### src/rtl/load_store_unit_pkg.sv
// Shared definitions for the load/store unit: bus modes, RV32 width codes,
// FSM state encoding and fault classification helpers.
package load_store_unit_pkg;

  typedef enum logic [1:0] {
    BUS_IDLE  = 2'b00,
    BUS_READ  = 2'b01,
    BUS_WRITE = 2'b10
  } bus_mode_e;

  localparam logic [2:0] F3_B  = 3'b000;
  localparam logic [2:0] F3_H  = 3'b001;
  localparam logic [2:0] F3_W  = 3'b010;
  localparam logic [2:0] F3_BU = 3'b100;
  localparam logic [2:0] F3_HU = 3'b101;

  typedef enum logic [1:0] {
    ST_IDLE  = 2'b00,
    ST_READ  = 2'b01,
    ST_WRITE = 2'b10,
    ST_DONE  = 2'b11
  } lsu_state_e;

  function automatic logic f3_illegal(input logic store, input logic [2:0] f3);
    if (store) return f3 > F3_W;
    return (f3 == 3'b011) || (f3 == 3'b110) || (f3 == 3'b111);
  endfunction

  function automatic logic f3_misaligned(input logic [2:0] f3, input logic [1:0] lo);
    return ((f3 == F3_H || f3 == F3_HU) && lo[0]) || (f3 == F3_W && lo != 2'b00);
  endfunction

endpackage

### src/rtl/load_store_unit_align.sv
// Combinational data alignment: sub-word load extraction with sign/zero
// extension, and sub-word store merge into the word read from the bus.
module lsu_align
  import load_store_unit_pkg::*;
(
  input  logic [2:0]  funct3,
  input  logic [1:0]  byte_off,
  input  logic [31:0] read_word,
  input  logic [31:0] store_data,
  output logic [31:0] load_value,
  output logic [31:0] merged_word
);

  logic [7:0]  sel_byte;
  logic [15:0] sel_half;

  always_comb begin
    sel_byte = read_word[8*byte_off +: 8];
    sel_half = byte_off[1] ? read_word[31:16] : read_word[15:0];
  end

  always_comb begin
    load_value = read_word;
    case (funct3)
      F3_B:    load_value = {{24{sel_byte[7]}}, sel_byte};
      F3_BU:   load_value = {24'd0, sel_byte};
      F3_H:    load_value = {{16{sel_half[15]}}, sel_half};
      F3_HU:   load_value = {16'd0, sel_half};
      default: load_value = read_word;
    endcase
  end

  always_comb begin
    merged_word = store_data;
    case (funct3)
      F3_B: begin
        merged_word = read_word;
        merged_word[8*byte_off +: 8] = store_data[7:0];
      end
      F3_H: begin
        merged_word = read_word;
        if (byte_off[1]) merged_word[31:16] = store_data[15:0];
        else             merged_word[15:0]  = store_data[15:0];
      end
      default: merged_word = store_data;
    endcase
  end

endmodule

### src/rtl/load_store_unit.sv
// Multi-cycle load/store stage: word-wide bus master with read-modify-write
// for sub-word stores and extended write-back data for loads.
//
// state    | meaning
// ---------+------------------------------------------------------------
// ST_IDLE  | waiting for start; operands latched on acceptance
// ST_READ  | bus read held for READ_LATENCY+1 cycles, data captured last
// ST_WRITE | single bus write cycle (SW or merged SB/SH word)
// ST_DONE  | one-cycle done pulse, faults and write-back valid
module load_store_unit
  import load_store_unit_pkg::*;
#(
  parameter int READ_LATENCY = 1
) (
  input  logic        clk,
  input  logic        reset,
  input  logic        start,
  input  logic        is_store,
  input  logic [2:0]  funct3,
  input  logic [31:0] address,
  input  logic [31:0] store_data,
  input  logic [4:0]  dest_reg,
  output logic        busy,
  output logic        done,
  output logic        misaligned,
  output logic        illegal,
  output logic        wb_enable,
  output logic [4:0]  wb_reg,
  output logic [31:0] wb_data,
  output logic [31:0] mst_address,
  output logic [31:0] mst_write_data,
  output logic [1:0]  mst_mode,
  input  logic [31:0] mst_read_data
);

  localparam int CW = (READ_LATENCY > 0) ? $clog2(READ_LATENCY + 1) : 1;
  localparam logic [CW-1:0] LAST_WAIT = CW'(READ_LATENCY);

  lsu_state_e  state, next_state;
  logic [CW-1:0] wait_cnt;
  logic        store_q, illegal_q, misaligned_q;
  logic [2:0]  funct3_q;
  logic [31:0] address_q, store_data_q, read_q;
  logic [4:0]  dest_q;
  logic [31:0] load_value, merged_word;
  logic        req_illegal, req_misaligned;

  always_comb begin
    req_illegal    = f3_illegal(is_store, funct3);
    req_misaligned = !req_illegal && f3_misaligned(funct3, address[1:0]);
  end

  always_ff @(posedge clk) begin
    if (reset) begin
      state        <= ST_IDLE;
      wait_cnt     <= '0;
      store_q      <= 1'b0;
      illegal_q    <= 1'b0;
      misaligned_q <= 1'b0;
      funct3_q     <= '0;
      address_q    <= '0;
      store_data_q <= '0;
      read_q       <= '0;
      dest_q       <= '0;
    end else begin
      state <= next_state;
      case (state)
        ST_IDLE: begin
          if (start) begin
            store_q      <= is_store;
            funct3_q     <= funct3;
            address_q    <= address;
            store_data_q <= store_data;
            dest_q       <= dest_reg;
            illegal_q    <= req_illegal;
            misaligned_q <= req_misaligned;
            wait_cnt     <= '0;
          end
        end
        ST_READ: begin
          if (wait_cnt == LAST_WAIT) read_q <= mst_read_data;
          else                       wait_cnt <= wait_cnt + 1'b1;
        end
        default: ;
      endcase
    end
  end

  always_comb begin
    next_state = state;
    case (state)
      ST_IDLE: begin
        if (start) begin
          if (req_illegal || req_misaligned)   next_state = ST_DONE;
          else if (is_store && funct3 == F3_W) next_state = ST_WRITE;
          else                                 next_state = ST_READ;
        end
      end
      ST_READ: begin
        if (wait_cnt == LAST_WAIT) next_state = store_q ? ST_WRITE : ST_DONE;
      end
      ST_WRITE: next_state = ST_DONE;
      ST_DONE:  next_state = ST_IDLE;
      default:  next_state = ST_IDLE;
    endcase
  end

  lsu_align u_align (
    .funct3      (funct3_q),
    .byte_off    (address_q[1:0]),
    .read_word   (read_q),
    .store_data  (store_data_q),
    .load_value  (load_value),
    .merged_word (merged_word)
  );

  // Bus and write-back outputs are decoded from registered state only.
  always_comb begin
    busy           = (state != ST_IDLE);
    done           = (state == ST_DONE);
    misaligned     = done && misaligned_q;
    illegal        = done && illegal_q;
    wb_enable      = done && !store_q && !misaligned_q && !illegal_q;
    wb_reg         = dest_q;
    wb_data        = wb_enable ? load_value : 32'd0;
    mst_mode       = BUS_IDLE;
    mst_address    = 32'd0;
    mst_write_data = 32'd0;
    if (state == ST_READ) begin
      mst_mode    = BUS_READ;
      mst_address = {address_q[31:2], 2'b00};
    end else if (state == ST_WRITE) begin
      mst_mode       = BUS_WRITE;
      mst_address    = {address_q[31:2], 2'b00};
      mst_write_data = merged_word;
    end
  end

endmodule
### config.mk
export PLATFORM = sky130hd
export DESIGN_NAME = load_store_unit
export DESIGN_NICKNAME = d
export VERILOG_FILES = /design/src/rtl/load_store_unit_pkg.sv /design/src/rtl/load_store_unit_align.sv /design/src/rtl/load_store_unit.sv
export SDC_FILE = /design/constraint.sdc
export NUM_CORES = 1
export LEC_CHECK = 0
export ABC_AREA = 1
export CORE_AREA = 2 2 121 123
export DETAILED_ROUTE_END_ITERATION = 12
export DIE_AREA = 0 0 123 125
export GPL_TIMING_DRIVEN = 0
export HOLD_SLACK_MARGIN = 0.08
export PLACE_DENSITY = 0.79
export SYNTH_ARGS = -nofsm -noshare
export SYNTH_HDL_FRONTEND = slang
export SYNTH_SLANG_ARGS = --single-unit
### constraint.sdc
create_clock -name clk -period 2.8 [get_ports clk]
set_clock_uncertainty 0.2 [all_clocks]
set_input_delay 0.28 -clock clk [delete_from_list [all_inputs] [get_ports clk]]
set_output_delay 0.28 -clock clk [all_outputs]
set_load 0.005 [all_outputs]
==> flow_metrics.tcl <==
set metrics [dict create \
    grt_pass1_vias 7022 \
    whs_ns 0.253 \
    die_w_um 123 \
    power.switching_mw 3.22 \
    track_usage_pct 30.9 \
    syn_area_per_cell_um2 6.32 \
    power.share.sequential_pct 31.1 \
    vias 7633 \
    status "finished, violations left" \
    ys_seq_elements 110 \
    cp-start-kind "flop" \
    reg_top3 "address_q: 32 flops, read_q: 32 flops, store_data_q: 32 flops" \
    synth_most_common_cell "nor2_1" \
    ys_warn_count 0 \
    yosysUniqueCellTypes 34 \
    power_density_nw_per_um2 780 \
    intPower_mw 4.23 \
    final_core_utilization_pct 67.2 \
    initial_core_util_pct 44.5 \
    fillCellCount 1328 \
    ys_seq_area_share_pct 34.9 \
    dieArea_um2 15400 \
    drt_iter0_drc 777 \
    cts_tree "built" \
    grt_pass1_wl_um 36800 \
    r2r_setup_slack_ns 0.56 \
    clock_latency_ns 0.35 \
    seq_area_um2 2220 \
    end_kind "output port" \
    clk_pin_slew_ns 0.07 \
    cts_buffer_depth 2 \
    wl_per_cell_um 17.2 \
    slew_headroom_pct 55.1 \
    wl_um 24600 \
    multiInputGateArea_um2 3600 \
    grt_max_degree 17 \
    maxCapViolCount 0 \
    crit_fanout 7 \
    tritoncts.num_buffers 9 \
    tightest_slew_ns 0.673 \
    num_antenna_cells 0 \
    pin_count 216 \
    critical_path_class "reg2out" \
    ant_nets 0 \
    clock-root-buffer "clkbuf_16" \
    drive_above_1_share_pct 11.3 \
    netlist_top_cells_area "dfxtp_1 (35%), nor2_1 (11%), o21ai_0 (11%), nand2_1 (10%), a21oi_1 (8.0%)" \
    dr.pass1.iters 6 \
    hold_class "reg2reg" \
    layout_setup_ws_ns -0.0738 \
    async_flop_share_pct 0 \
    die_h_um 125 \
    pwr-share-clk_pct 17.7 \
    finalPower_mw 7.45 \
    comb_power_share_pct 51.1 \
    final_hold_viol_count 0 \
    rows 44 \
    failed_checks "setup timing" \
    setup_viol_count_final 1 \
    synth_top_area_cell "dfxtp_1" \
    area_delta_synth_final_pct 51.2 \
    port_buffers 213 \
    setup-tns-final_ns -0.0738 \
    synth.top_cell.area_share_pct 34.9 \
    synth_common_cells "nor2_1 (192), nand2_1 (173), o21ai_0 (141), dfxtp_1 (110), inv_1 (104)" \
    core_um2 14200 \
    rsz0062_at_grt "yes" \
    ir_worst_vdd_v 0.000439 \
    drc 0 \
    synth_edf_count 0 \
    viasPerCell 5.33 \
    period_needed_ns 2.87 \
    syn_area_um2 6320 \
    cts.sinks 110 \
    gp_congestion 1.00 \
    dpl.hpwl_um 18500 \
    cp.required_ns 2.32 \
    antenna_found_initial 0 \
    ys.flop_type "dfxtp_1" \
    worstPathArrival_ns 2.39 \
    period_share_pct 103 \
    grt_overflow 0 \
    nets 1362 \
    holdBufCountCts 0 \
    slew_violations 0 \
    leakagePower_nw 4.43 \
    fmax_mhz 348 \
    htreeDepth 3 \
    synth_cells 1000 \
    swShare_pct 43.2 \
]
==> stage by stage <==
step / worst slack (ns) / cells / instance area, um2
after floorplan: 0.615 / 1001 / 6320
after global placement: -0.282 / 1398 / 8680
after detailed placement: -0.274 / 1398 / 8680
after CTS: -0.0111 / 1424 / 9220
after global routing: -0.205 / 1433 / 9550
final: -0.0738 / 1433 / 9550
==> critical path: stages, from the launching register on <==
cell and delay (ns):
dfxtp_1 0.31, buf_6 0.13, nor2_4 0.14, nand2_2 0.10, buf_6 0.16, buf_4 0.17, a21oi_1 0.15, nand2_1 0.08
o211ai_1 0.16, nand2_1 0.09, inv_1 0.07, clkdlybuf4s50_1 0.49
==> per-layer routing <==
metal	share of wire [%]	vias up	wire (um)	track usage, %
li1	-	3718	-	-
met1	41	3427	10100	41.3
met2	45	409	11000	47.9
met3	9.4	79	2320	5.02
met4	4.7	0	1150	15.5
met5	0	-	0	0
==> logic make-up after synthesis <==
| group | count (synthesis) | share of synthesized area, % |
|---|---|---|
| AO/OA/AOI/OAI | 262 | 21.6 |
| adder cells (fa/ha/maj) | 9 | 1.78 |
| buffers and inverters | 174 | 11.5 |
| flip-flops | 110 | 34.9 |
| other | 1 | 0.0594 |
| AND/OR/NAND/NOR | 444 | 30.2 |
==> cell usage in the layout (no fill, tap or decap), drive strengths merged, types with 16 or more instances in the layout <==
| cell | instances |
|---|---|
| clkdlybuf4s50 | 176 |
| nand2 | 177 |
| clkbuf | 53 |
| nand3 | 40 |
| dfxtp | 110 |
| o21ai | 143 |
| nor2 | 206 |
| dlymetal6s2s | 30 |
| inv | 111 |
| nand4 | 16 |
| buf | 40 |
| a21oi | 101 |
==> worst paths after layout <==
path                       from                  to  depth (start not counted)
setup reg to reg       state[0]    store_data_q[31]                          7
hold reg to reg   address_q[29]       address_q[29]                          2
hold / removal    address_q[29]       address_q[29]                          2
setup / recovery    funct3_q[0]  mst_write_data[13]                         11
==> area by class of cell <==
| class | instances | share of cell area (%) |
|---|---|---|
| multi-input cells | 717 | 37.7 |
| repair buffers | 235 | 25.1 |
| flip-flops and latches | 110 | 23.2 |
| inverters | 113 | 4.81 |
| plain buffers | 59 | 3.72 |
| clock buffers | 12 | 2.58 |
| well taps | 184 | 2.41 |
| clock inverters | 3 | 0.459 |
==> power by group through the flow <==
stage | logic [mW] | clock network [mW] | registers (mW)
after floorplan | 2.09 | 0 | 2.17
after global placement | 3.30 | 0 | 2.30
after detailed placement | 3.32 | 0 | 2.31
after CTS | 3.60 | 1.32 | 2.28
after global routing | 4.18 | 1.37 | 2.34
final | 3.81 | 1.32 | 2.32
==> what timing repair did <==
action / 4_1_cts / 5_1_grt
endpoints found under the setup margin: 57 / 60
buffers inserted: 12 / 8
gates cloned: 0 / 2
pin swaps: 5 / 16
gates resized for setup: 62 / 97
No activity file was read; power rests on OpenSTA's default activity.
